**config.mk**
```make
export PLATFORM = sky130hd
export DESIGN_NAME = hud_score_bcd_flat
export DESIGN_NICKNAME = d
export VERILOG_FILES = /design/src/rtl/hud_score_bcd_if.sv /design/src/rtl/hud_score_bcd.sv /design/src/flat_wrapper.sv
export SDC_FILE = /design/constraint.sdc
export NUM_CORES = 1
export LEC_CHECK = 0
export CAP_MARGIN = 20
export CORE_MARGIN = 3
export CORE_UTILIZATION = 25
export DETAILED_ROUTE_END_ITERATION = 16
export DONT_BUFFER_PORTS = 1
export GPL_ROUTABILITY_DRIVEN = 1
export PLACE_DENSITY = 0.42
export SLEW_MARGIN = 10
export SYNTH_ARGS = -nofsm -noshare
export SYNTH_HDL_FRONTEND = slang
export SYNTH_SLANG_ARGS = --single-unit
```
**constraint.sdc**
```tcl
create_clock -name clk -period 2.4 [get_ports clk]
set_input_delay 0.48 -clock clk [delete_from_list [all_inputs] [get_ports clk]]
set_output_delay 0.48 -clock clk [all_outputs]
set_load 0.05 [all_outputs]
```
**src/rtl/hud_score_bcd_if.sv**
```systemverilog
// Score-to-BCD port bundle: load/frame inputs toward the converter,
// display digits and status back toward the HUD renderer.
interface hud_score_bcd_if #(
  parameter int WIDTH = 16,
  parameter int NDIG  = 5
);
  logic [WIDTH-1:0]  value;
  logic              load;
  logic              frame_start;
  logic [4*NDIG-1:0] digits;
  logic              ovf;
  logic              busy;
  logic              commit;

  modport master (
    output value, load, frame_start,
    input  digits, ovf, busy, commit
  );

  modport slave (
    input  value, load, frame_start,
    output digits, ovf, busy, commit
  );
endinterface

```
**src/rtl/hud_score_bcd.sv**
```systemverilog
// Serial double-dabble score converter; the visible digits only
// change on a frame_start so the renderer never shows a torn number.
module hud_score_bcd #(
  parameter int WIDTH    = 16,
  parameter int NDIG     = 5,
  parameter int BLANK_LZ = 1
) (
  input logic           clk,
  input logic           reset,
  hud_score_bcd_if.slave bus
);
  localparam int BW = 4 * NDIG;
  localparam int CW = $clog2(WIDTH + 1);

  typedef enum logic [1:0] {
    IDLE,
    SHIFT,
    WAIT
  } state_t;

  state_t           state;
  logic [WIDTH-1:0] shreg;
  logic [BW-1:0]    bcd;
  logic [BW-1:0]    adj;
  logic [CW-1:0]    cnt;
  logic             ovf_int;
  logic             pend_v;
  logic [WIDTH-1:0] pend;

  function automatic logic [BW-1:0] add3(
    input logic [BW-1:0] b
  );
    logic [BW-1:0] r;
    r = b;
    for (int i = 0; i < NDIG; i++) begin
      if (r[4*i +: 4] >= 4'd5)
        r[4*i +: 4] = r[4*i +: 4] + 4'd3;
    end
    return r;
  endfunction

  // Overflow forces all nines; otherwise blank
  // zeros above the most significant nonzero digit.
  function automatic logic [BW-1:0] fmt(
    input logic [BW-1:0] b,
    input logic          o
  );
    logic [BW-1:0] r;
    logic          lead;
    r    = b;
    lead = 1'b1;
    if (o) begin
      for (int i = 0; i < NDIG; i++)
        r[4*i +: 4] = 4'h9;
    end else if (BLANK_LZ != 0) begin
      for (int i = NDIG - 1; i >= 1; i--) begin
        if (lead && r[4*i +: 4] == 4'h0)
          r[4*i +: 4] = 4'hF;
        else
          lead = 1'b0;
      end
    end
    return r;
  endfunction

  always_comb begin
    adj = add3(bcd);
  end

  always_ff @(posedge clk) begin
    if (reset) begin
      state      <= IDLE;
      shreg      <= '0;
      bcd        <= '0;
      cnt        <= '0;
      ovf_int    <= 1'b0;
      pend_v     <= 1'b0;
      pend       <= '0;
      bus.digits <= fmt('0, 1'b0);
      bus.ovf    <= 1'b0;
      bus.busy   <= 1'b0;
      bus.commit <= 1'b0;
    end else begin
      bus.commit <= 1'b0;
      unique case (state)
        IDLE: begin
          if (bus.load) begin
            shreg    <= bus.value;
            bcd      <= '0;
            cnt      <= '0;
            ovf_int  <= 1'b0;
            state    <= SHIFT;
            bus.busy <= 1'b1;
          end
        end
        SHIFT: begin
          bcd     <= {adj[BW-2:0], shreg[WIDTH-1]};
          shreg   <= {shreg[WIDTH-2:0], 1'b0};
          ovf_int <= ovf_int | adj[BW-1];
          cnt     <= cnt + 1'b1;
          if (cnt == CW'(WIDTH - 1))
            state <= WAIT;
          if (bus.load) begin
            pend   <= bus.value;
            pend_v <= 1'b1;
          end
        end
        WAIT: begin
          if (bus.frame_start) begin
            bus.digits <= fmt(bcd, ovf_int);
            bus.ovf    <= ovf_int;
            bus.commit <= 1'b1;
            // A load in this cycle is newer than anything pending.
            if (bus.load || pend_v) begin
              shreg   <= bus.load ? bus.value : pend;
              bcd     <= '0;
              cnt     <= '0;
              ovf_int <= 1'b0;
              pend_v  <= 1'b0;
              state   <= SHIFT;
            end else begin
              state    <= IDLE;
              bus.busy <= 1'b0;
            end
          end else if (bus.load) begin
            pend   <= bus.value;
            pend_v <= 1'b1;
          end
        end
        default: state <= IDLE;
      endcase
    end
  end
endmodule

```
**src/flat_wrapper.sv**
```systemverilog
// flat-port wrapper written by rule: the top's interface ports become plain ports
module hud_score_bcd_flat 
#(
  parameter int WIDTH    = 16,
  parameter int NDIG     = 5,
  parameter int BLANK_LZ = 1
)
  (clk, reset, bus_value, bus_load, bus_frame_start, bus_digits, bus_ovf, bus_busy, bus_commit);
  hud_score_bcd_if #(.WIDTH(WIDTH), .NDIG(NDIG)) bus_i ();
  input logic clk;
  input logic reset;
  input wire logic [$bits(bus_i.value)-1:0] bus_value;
  input wire logic [$bits(bus_i.load)-1:0] bus_load;
  input wire logic [$bits(bus_i.frame_start)-1:0] bus_frame_start;
  output wire logic [$bits(bus_i.digits)-1:0] bus_digits;
  output wire logic [$bits(bus_i.ovf)-1:0] bus_ovf;
  output wire logic [$bits(bus_i.busy)-1:0] bus_busy;
  output wire logic [$bits(bus_i.commit)-1:0] bus_commit;
  assign bus_i.value = bus_value;
  assign bus_i.load = bus_load;
  assign bus_i.frame_start = bus_frame_start;
  assign bus_digits = bus_i.digits;
  assign bus_ovf = bus_i.ovf;
  assign bus_busy = bus_i.busy;
  assign bus_commit = bus_i.commit;
  hud_score_bcd #(.WIDTH(WIDTH), .NDIG(NDIG), .BLANK_LZ(BLANK_LZ)) u_core (.clk(clk), .reset(reset), .bus(bus_i));
endmodule
```
==> metrics.txt, run 1 <==
CTS resizes=0; Post-Syn Area=4110 sq um; P_sw=0.000881 W; hold path depth=1; initial antenna violation count=0; R2R depth=6; final setup fails=0; Layout Skew=8.93 ps; post-route ant nets=0; DR WL/cell=17.3 um; Comb pwr share=11.6%; Worst slew margin=54.2%; post-synth top area share=40.9%; kind of critical path=reg2reg; GRT overflow=0; CTS buffer count=9; Post-Layout Cell Count=705; Via-to-Cell Ratio=5.11; gpl congestion=0.780; switch share=26.0%; dpl hpwl=8050 um; Tmin final=2000 ps; cts hold-fix bufs=0; fin. max-slew vios=0; Post-synth ARST share=0%; Clk pin slew, worst setup/hold paths=60 ps; maximum fanout along the worst path=9; commonest register cell after synthesis=dfxtp_1; sequential fraction of the synthesis area=40.9%; CTS H-tree depth=3; Post-CTS Setup Inserts=0; gr usage total=13.8%; total internal power=0.00251 W; Post-Syn Instances=483; Slowest cell on crit path=dfxtp_1; worst r2r src=u_core.state[0]$_SDFFE_PP0P_; Area contributors post-synth=dfxtp_1, a21oi_1, ha_1, o21ai_0, nand2_1; worst ir drop on vdd=0.354 mV; DRT Pass-1 Iters=4; min-delay src=reset; worst reg2reg path endpoint=u_core.ovf_int$_SDFFE_PP0P_; final core utilization=29.7%; Seq pwr share=44.2%; CP Cell Sequence=inv_1, ha_1, nor2b_1, o21ai_2, nand2_1, o221a_2; CTS tree=built; Inserted Diodes=0; # IOs=43; Die Footprint=18,000 sq um; Starting DRT DRC Count=303; Core Region=16,000 sq um; WHS Endpoint=u_core.bus.digits[0]$_SDFFE_PP0N_; Max-Cap Viols=0; static leakage=1.67 nW; worst min path class=in2reg; #FFs+latches synth=84; WL final=12,200 um; clock root cell=clkbuf_16; first-pass GRT wire length=19,700 um; Final Cycle Share=83.2%; EDFF count, synth=0; RSZ-0062 raised after global routing=no; Final Hold Viols=0; reg2reg setup slack=400 ps; Initial Util=25.7%; vias=3,600; Rows=46; Worst path max stage delay=370 ps; Tightest Pin Transition=670 ps; share of layout cells above drive strength 1=9.82%; Placed Cells=690; cell area power density=714 nW/um^2; outcome=finished, final reports clean; syn_area_per_cell=8.50 sq um; Fmax achieved=0.501 GHz; setup TNS=0 ps; worst-skew pair later-pin latency=350 ps; nets@finish=524; die height=134 um; WP data required=2640 ps; CTS Buffer Depth=2; Synth Warn #=0; Remaining DRCs=0; nature of the critical path startpoint=flip-flop; largest net degree at the start of global routing=76; Setup crit end kind=flip-flop; die width=134 um; biggest area consumer among synthesized cells=dfxtp_1; Netlist cell types=49; Clk pwr share=44.3%; clock sink count=84; vias in the first global route=3,675; crit path DAT=2240 ps; Syn Nets=522; IO Port Bufs=0; Area Overhead vs Synth=15.7%
==> power groups by stage <==
stage               clock (W)  sequential (W)  combinational (W)
floorplan                   0         0.00152           0.000283
global placement            0         0.00153           0.000387
detailed placement          0         0.00153           0.000390
CTS                   0.00154         0.00150           0.000391
global route          0.00160         0.00151           0.000436
finish                0.00150         0.00150           0.000392
==> placed cells by master, fill, tap and decap left out, drive strengths merged, types with 4 or more instances in the layout <==
master / Yosys / layout
nand2b: 5 / 5
and2: 5 / 5
dfxtp: 84 / 84
ha: 19 / 19
inv: 24 / 24
nand3: 4 / 4
nor3: 14 / 14
a32o: 5 / 5
a41oi: 5 / 5
buf: 11 / 27
a211oi: 18 / 18
a21oi: 59 / 59
o2111ai: 4 / 4
o31ai: 4 / 4
a22o: 13 / 13
nor2b: 7 / 7
nand2: 41 / 41
xnor2: 5 / 5
nor3b: 4 / 4
nor2: 21 / 21
clkbuf: 25 / 11
o32ai: 12 / 12
mux2i: 6 / 6
o21ai: 43 / 43
nor4: 4 / 4
a22oi: 13 / 13
==> layout make-up <==
| type | count | area [sq um] |
|---|---|---|
| fillers | 1765 | 11200 |
| multi-input cells | 339 | 2200 |
| flip-flops and latches | 84 | 1680 |
| well taps | 216 | 270 |
| clock buffers | 11 | 233 |
| repair buffers | 27 | 203 |
| inverters | 24 | 90.1 |
| clock inverters | 4 | 75.1 |
==> sequential cells by signal, summed over array words and instances, names as in the netlist <==
name,flops
u_core.bcd,20
u_core.bus.busy,1
u_core.bus.commit,1
u_core.bus.digits,20
u_core.bus.ovf,1
u_core.cnt,5
u_core.ovf_int,1
u_core.pend,16
u_core.pend_v,1
u_core.shreg,16
u_core.state,2
==> through the flow <==
stage	power (W)	instance area (sq um)	hold slack [ps]	setup WS [ps]
4_1_cts	0.00343	4750	190	398
3_3_place_gp	0.00192	4440	455	454
6_report	0.00339	4750	216	403
5_1_grt	0.00354	4750	195	240
3_5_place_dp	0.00192	4440	463	430
2_1_floorplan	0.00180	4110	450	552
==> per-layer routing <==
metal  share of wire (%)  vias to the layer above  GRT usage [%]
met2                  45                       57           21.7
met4                 1.7                        0           4.92
met5                   0                        -              0
met3                 5.4                       15           4.13
met1                  48                     1745           18.1
li1                    -                     1783              -
==> synth_stat cells (3+ instances only) <==
cell / instances
a22oi_1: 13
a22o_1: 13
nor3b_1: 4
o21ai_0: 41
ha_1: 19
a32o_1: 5
a211oi_1: 18
nand3_1: 4
inv_1: 24
clkbuf_1: 25
buf_2: 8
nor2_1: 21
xnor2_1: 5
buf_1: 3
o31ai_1: 4
nor3_1: 14
and2_1: 5
a21oi_1: 59
mux2i_1: 6
a41oi_1: 5
nand2b_1: 5
nor2b_1: 7
o2111ai_1: 4
nand2_1: 41
o32ai_1: 12
dfxtp_1: 84
nor4_1: 3
==> logic make-up after synthesis <==
family	share of synthesized area (%)
AOI/OAI and AO/OA	30.3
and+or+nand+nor	14.7
DFF	40.9
buffers and inverters	5.73
adders and majority gates	5.79
muxes	1.46
xor gates and xnor gates	1.07
==> worst max-delay path by stage <==
stage                     cells past startpoint                          from                                end
after floorplan                               7  u_core.state[0]$_SDFFE_PP0P_         u_core.cnt[2]$_SDFFE_PP0P_
after global placement                        6   u_core.bcd[16]$_SDFFE_PP0P_  u_core.bus.digits[6]$_SDFFE_PP1N_
after detailed placement                      6   u_core.bcd[17]$_SDFFE_PP0P_  u_core.bus.digits[5]$_SDFFE_PP1N_
after CTS                                     6   u_core.bcd[17]$_SDFFE_PP0P_  u_core.bus.digits[5]$_SDFFE_PP1N_
after global routing                          6  u_core.state[0]$_SDFFE_PP0P_         u_core.bcd[5]$_SDFFE_PP0P_
final                                         6  u_core.state[0]$_SDFFE_PP0P_        u_core.ovf_int$_SDFFE_PP0P_
==> worst max-delay path, delay by kind of cell (launching register included) <==
family,cells,cell delay [ps]
AO/OA/AOI/OAI,2,720
adder cells (fa/ha/maj),1,230
buffers and inverters,1,80
flip-flops,1,370
AND/OR/NAND/NOR,2,480
Power figures use the tool's default switching activity.
==> run 2, diff against run 1 <==
==> constraint.sdc (replaced) <==
create_clock -name clk -period 2.1 [get_ports clk]
set_input_delay 0.42 -clock clk [delete_from_list [all_inputs] [get_ports clk]]
set_output_delay 0.42 -clock clk [all_outputs]
set_load 0.05 [all_outputs]
==> run 2 against run 1 <==
Net effect: maximum frequency hardly changed; cell area is 0.58% higher; flip-flop and latch count is the same; sequential power rose by 14%; clock skew grew 0.74 ps; clock power is 15% higher; first-iteration DRC count shrank 37%; utilization increased by 0.17 points; cell count increased by 0.14%; via count increased by 1.3%; critical path type unchanged; largest power group is now the clock network.
==> metrics.txt, run 2 (same netlist as run 1, synthesis figures left out) <==
fillers=1,740 (-1.4%); outcome=finished, final reports clean; Fmax achieved=0.501 GHz (about the same); Placed Cells=690 (unchanged); DRT Pass-1 Iters=5 (+1); biggest registers after layout=u_core.bcd x20, u_core.bus.digits x20; Layout Skew=9.67 ps (+0.742 ps); final core utilization=29.9% (+0.17 points); Seq pwr share=43.8% (-0.4 points); worst ir drop on vdd=0.373 mV (+5.2%); nets@finish=524 (unchanged); largest net degree at the start of global routing=76 (unchanged); Post-Layout Cell Count=706 (+0.14%); Clk pwr share=44.4% (about the same); clock sink count=84 (unchanged); Tightest Pin Transition=633 ps (-36.6 ps); Worst path max stage delay=490 ps (+120 ps); die width=134 um (unchanged); Final Cycle Share=95.0% (+12 points); cts hold-fix bufs=0 (unchanged); P_sw=0.00101 W (+14%); # IOs=43 (unchanged); FF/Latch Area=1680 sq um (unchanged); Tmin final=2000 ps (-1.92 ps); nature of the critical path startpoint=flip-flop; Rows=46 (unchanged); Clk pin slew, worst setup/hold paths=70 ps (about the same); first-pass GRT wire length=19,200 um (-2.9%); Starting DRT DRC Count=190 (-37%); switch share=25.8% (-0.20 points); crit-path leading delay family=simple AND/OR/NAND/NOR gates; Comb pwr share=11.8% (+0.2 points); worst-skew pair later-pin latency=350 ps (about the same); maximum fanout along the worst path=10 (+1); kind of critical path=reg2reg; Worst slew margin=57.6% (+3.4 points); initial antenna violation count=0 (unchanged); most common cell after layout, fill and taps aside=dfxtp_1; Final Hold Viols=0 (unchanged); Initial Util=25.7% (unchanged); worst min path class=in2reg; CTS H-tree depth=3 (unchanged); Setup crit end kind=flip-flop; Inserted Diodes=0 (unchanged); gr usage total=13.4% (-0.42 points); RSZ-0062 raised after global routing=no; crit path DAT=2270 ps (+30 ps); cell area power density=818 nW/um^2 (+15%); clock root cell=clkbuf_16; IO Port Bufs=0 (unchanged); final setup fails=0 (unchanged); dpl hpwl=7950 um (-1.3%); CTS buffer count=9 (unchanged); WP data required=2370 ps (-270 ps); share of layout cells above drive strength 1=10.4% (+0.59 points); Worst Path Buf+Inv=1 (unchanged); gpl congestion=0.793 (+1.7%); CP Cell Sequence=inv_1, ha_1, nor2b_1, or2_2, or4_1, a31oi_1; GRT overflow=0 (unchanged); post-route ant nets=0 (unchanged); WL final=11,800 um (-2.7%); die height=134 um (unchanged); Die Footprint=18,000 sq um (unchanged); vias in the first global route=3,542 (-3.6%); total internal power=0.00290 W (+15%); Remaining DRCs=0 (unchanged); CTS tree=built; commonest cells after routing, fill and taps aside=dfxtp_1, a21oi_1, nand2_1, o21ai_0, buf_4; static leakage=1.68 nW (+0.74%); Area Overhead vs Synth=16.4%; CTS Buffer Depth=2 (unchanged); area of the multi-input gates=2200 sq um (+0.23%); Via-to-Cell Ratio=5.16 (+1.1%); vias=3,646 (+1.3%); Slowest cell on crit path=or4_1; Max-Cap Viols=0 (unchanged); fin. max-slew vios=0 (unchanged); Core Region=16,000 sq um (unchanged); DR WL/cell=16.8 um (-2.9%)
[run 2: worst paths after layout]
kind         cells after the start  slack [ps]                                  to                          from
max                              6         100          u_core.cnt[2]$_SDFFE_PP0P_  u_core.state[0]$_SDFFE_PP0P_
min                              2         170  u_core.bus.digits[10]$_SDFFE_PP1N_                         reset
max reg2reg                      6         100          u_core.cnt[2]$_SDFFE_PP0P_  u_core.state[0]$_SDFFE_PP0P_
min reg2reg                      2         470        u_core.pend[15]$_SDFFE_PP0P_  u_core.pend[15]$_SDFFE_PP0P_
[run 2: repair_timing]
| item | in CTS | in global routing |
|---|---|---|
| endpoints found under the setup margin | 13 | 1 |
| cloned | 0 | 0 |
| setup buffers | 0 | 0 |
| gates resized for setup | 1 | 1 |
[run 2: power groups by stage]
| stage | logic, W | clock network [W] | registers (W) |
|---|---|---|---|
| after CTS | 0.000465 | 0.00179 | 0.00171 |
| after global routing | 0.000516 | 0.00184 | 0.00172 |
| after detailed placement | 0.000465 | 0 | 0.00175 |
| after floorplan | 0.000323 | 0 | 0.00174 |
| after global placement | 0.000455 | 0 | 0.00175 |
| final | 0.000462 | 0.00173 | 0.00171 |
[run 2: layout make-up]
class / count / area share (%)
timing repair buffer: 27 / 4.50
multi-input combinational: 339 / 46.1
tap: 216 / 5.65
inverter: 24 / 1.88
clock buffer: 11 / 4.87
clock inverter: 5 / 1.78
sequential: 84 / 35.2
[run 2: per-layer routing]
metal / wire length (um) / vias to the layer above / share of wire, % / track usage, %
met3: 664 / 11 / 5.6 / 3.68
met2: 5420 / 83 / 46 / 21.3
met4: 136 / 0 / 1.1 / 3.73
li1: - / 1794 / - / -
met5: 0 / - / 0 / 0
met1: 5600 / 1758 / 47 / 18.0
[run 2: through the flow]
step / TNS (ps) / area, sq um / hold WS [ps] / total power [W] / worst slack [ps]
2_1_floorplan: 0 / 4110 / 450 / 0.00206 / 252
3_5_place_dp: -1060 / 4460 / 461 / 0.00221 / -112
4_1_cts: 0 / 4780 / 138 / 0.00397 / 104
5_1_grt: 0 / 4780 / 142 / 0.00408 / 12.2
6_report: 0 / 4780 / 174 / 0.00391 / 105
3_3_place_gp: -493 / 4460 / 455 / 0.00221 / -47.5
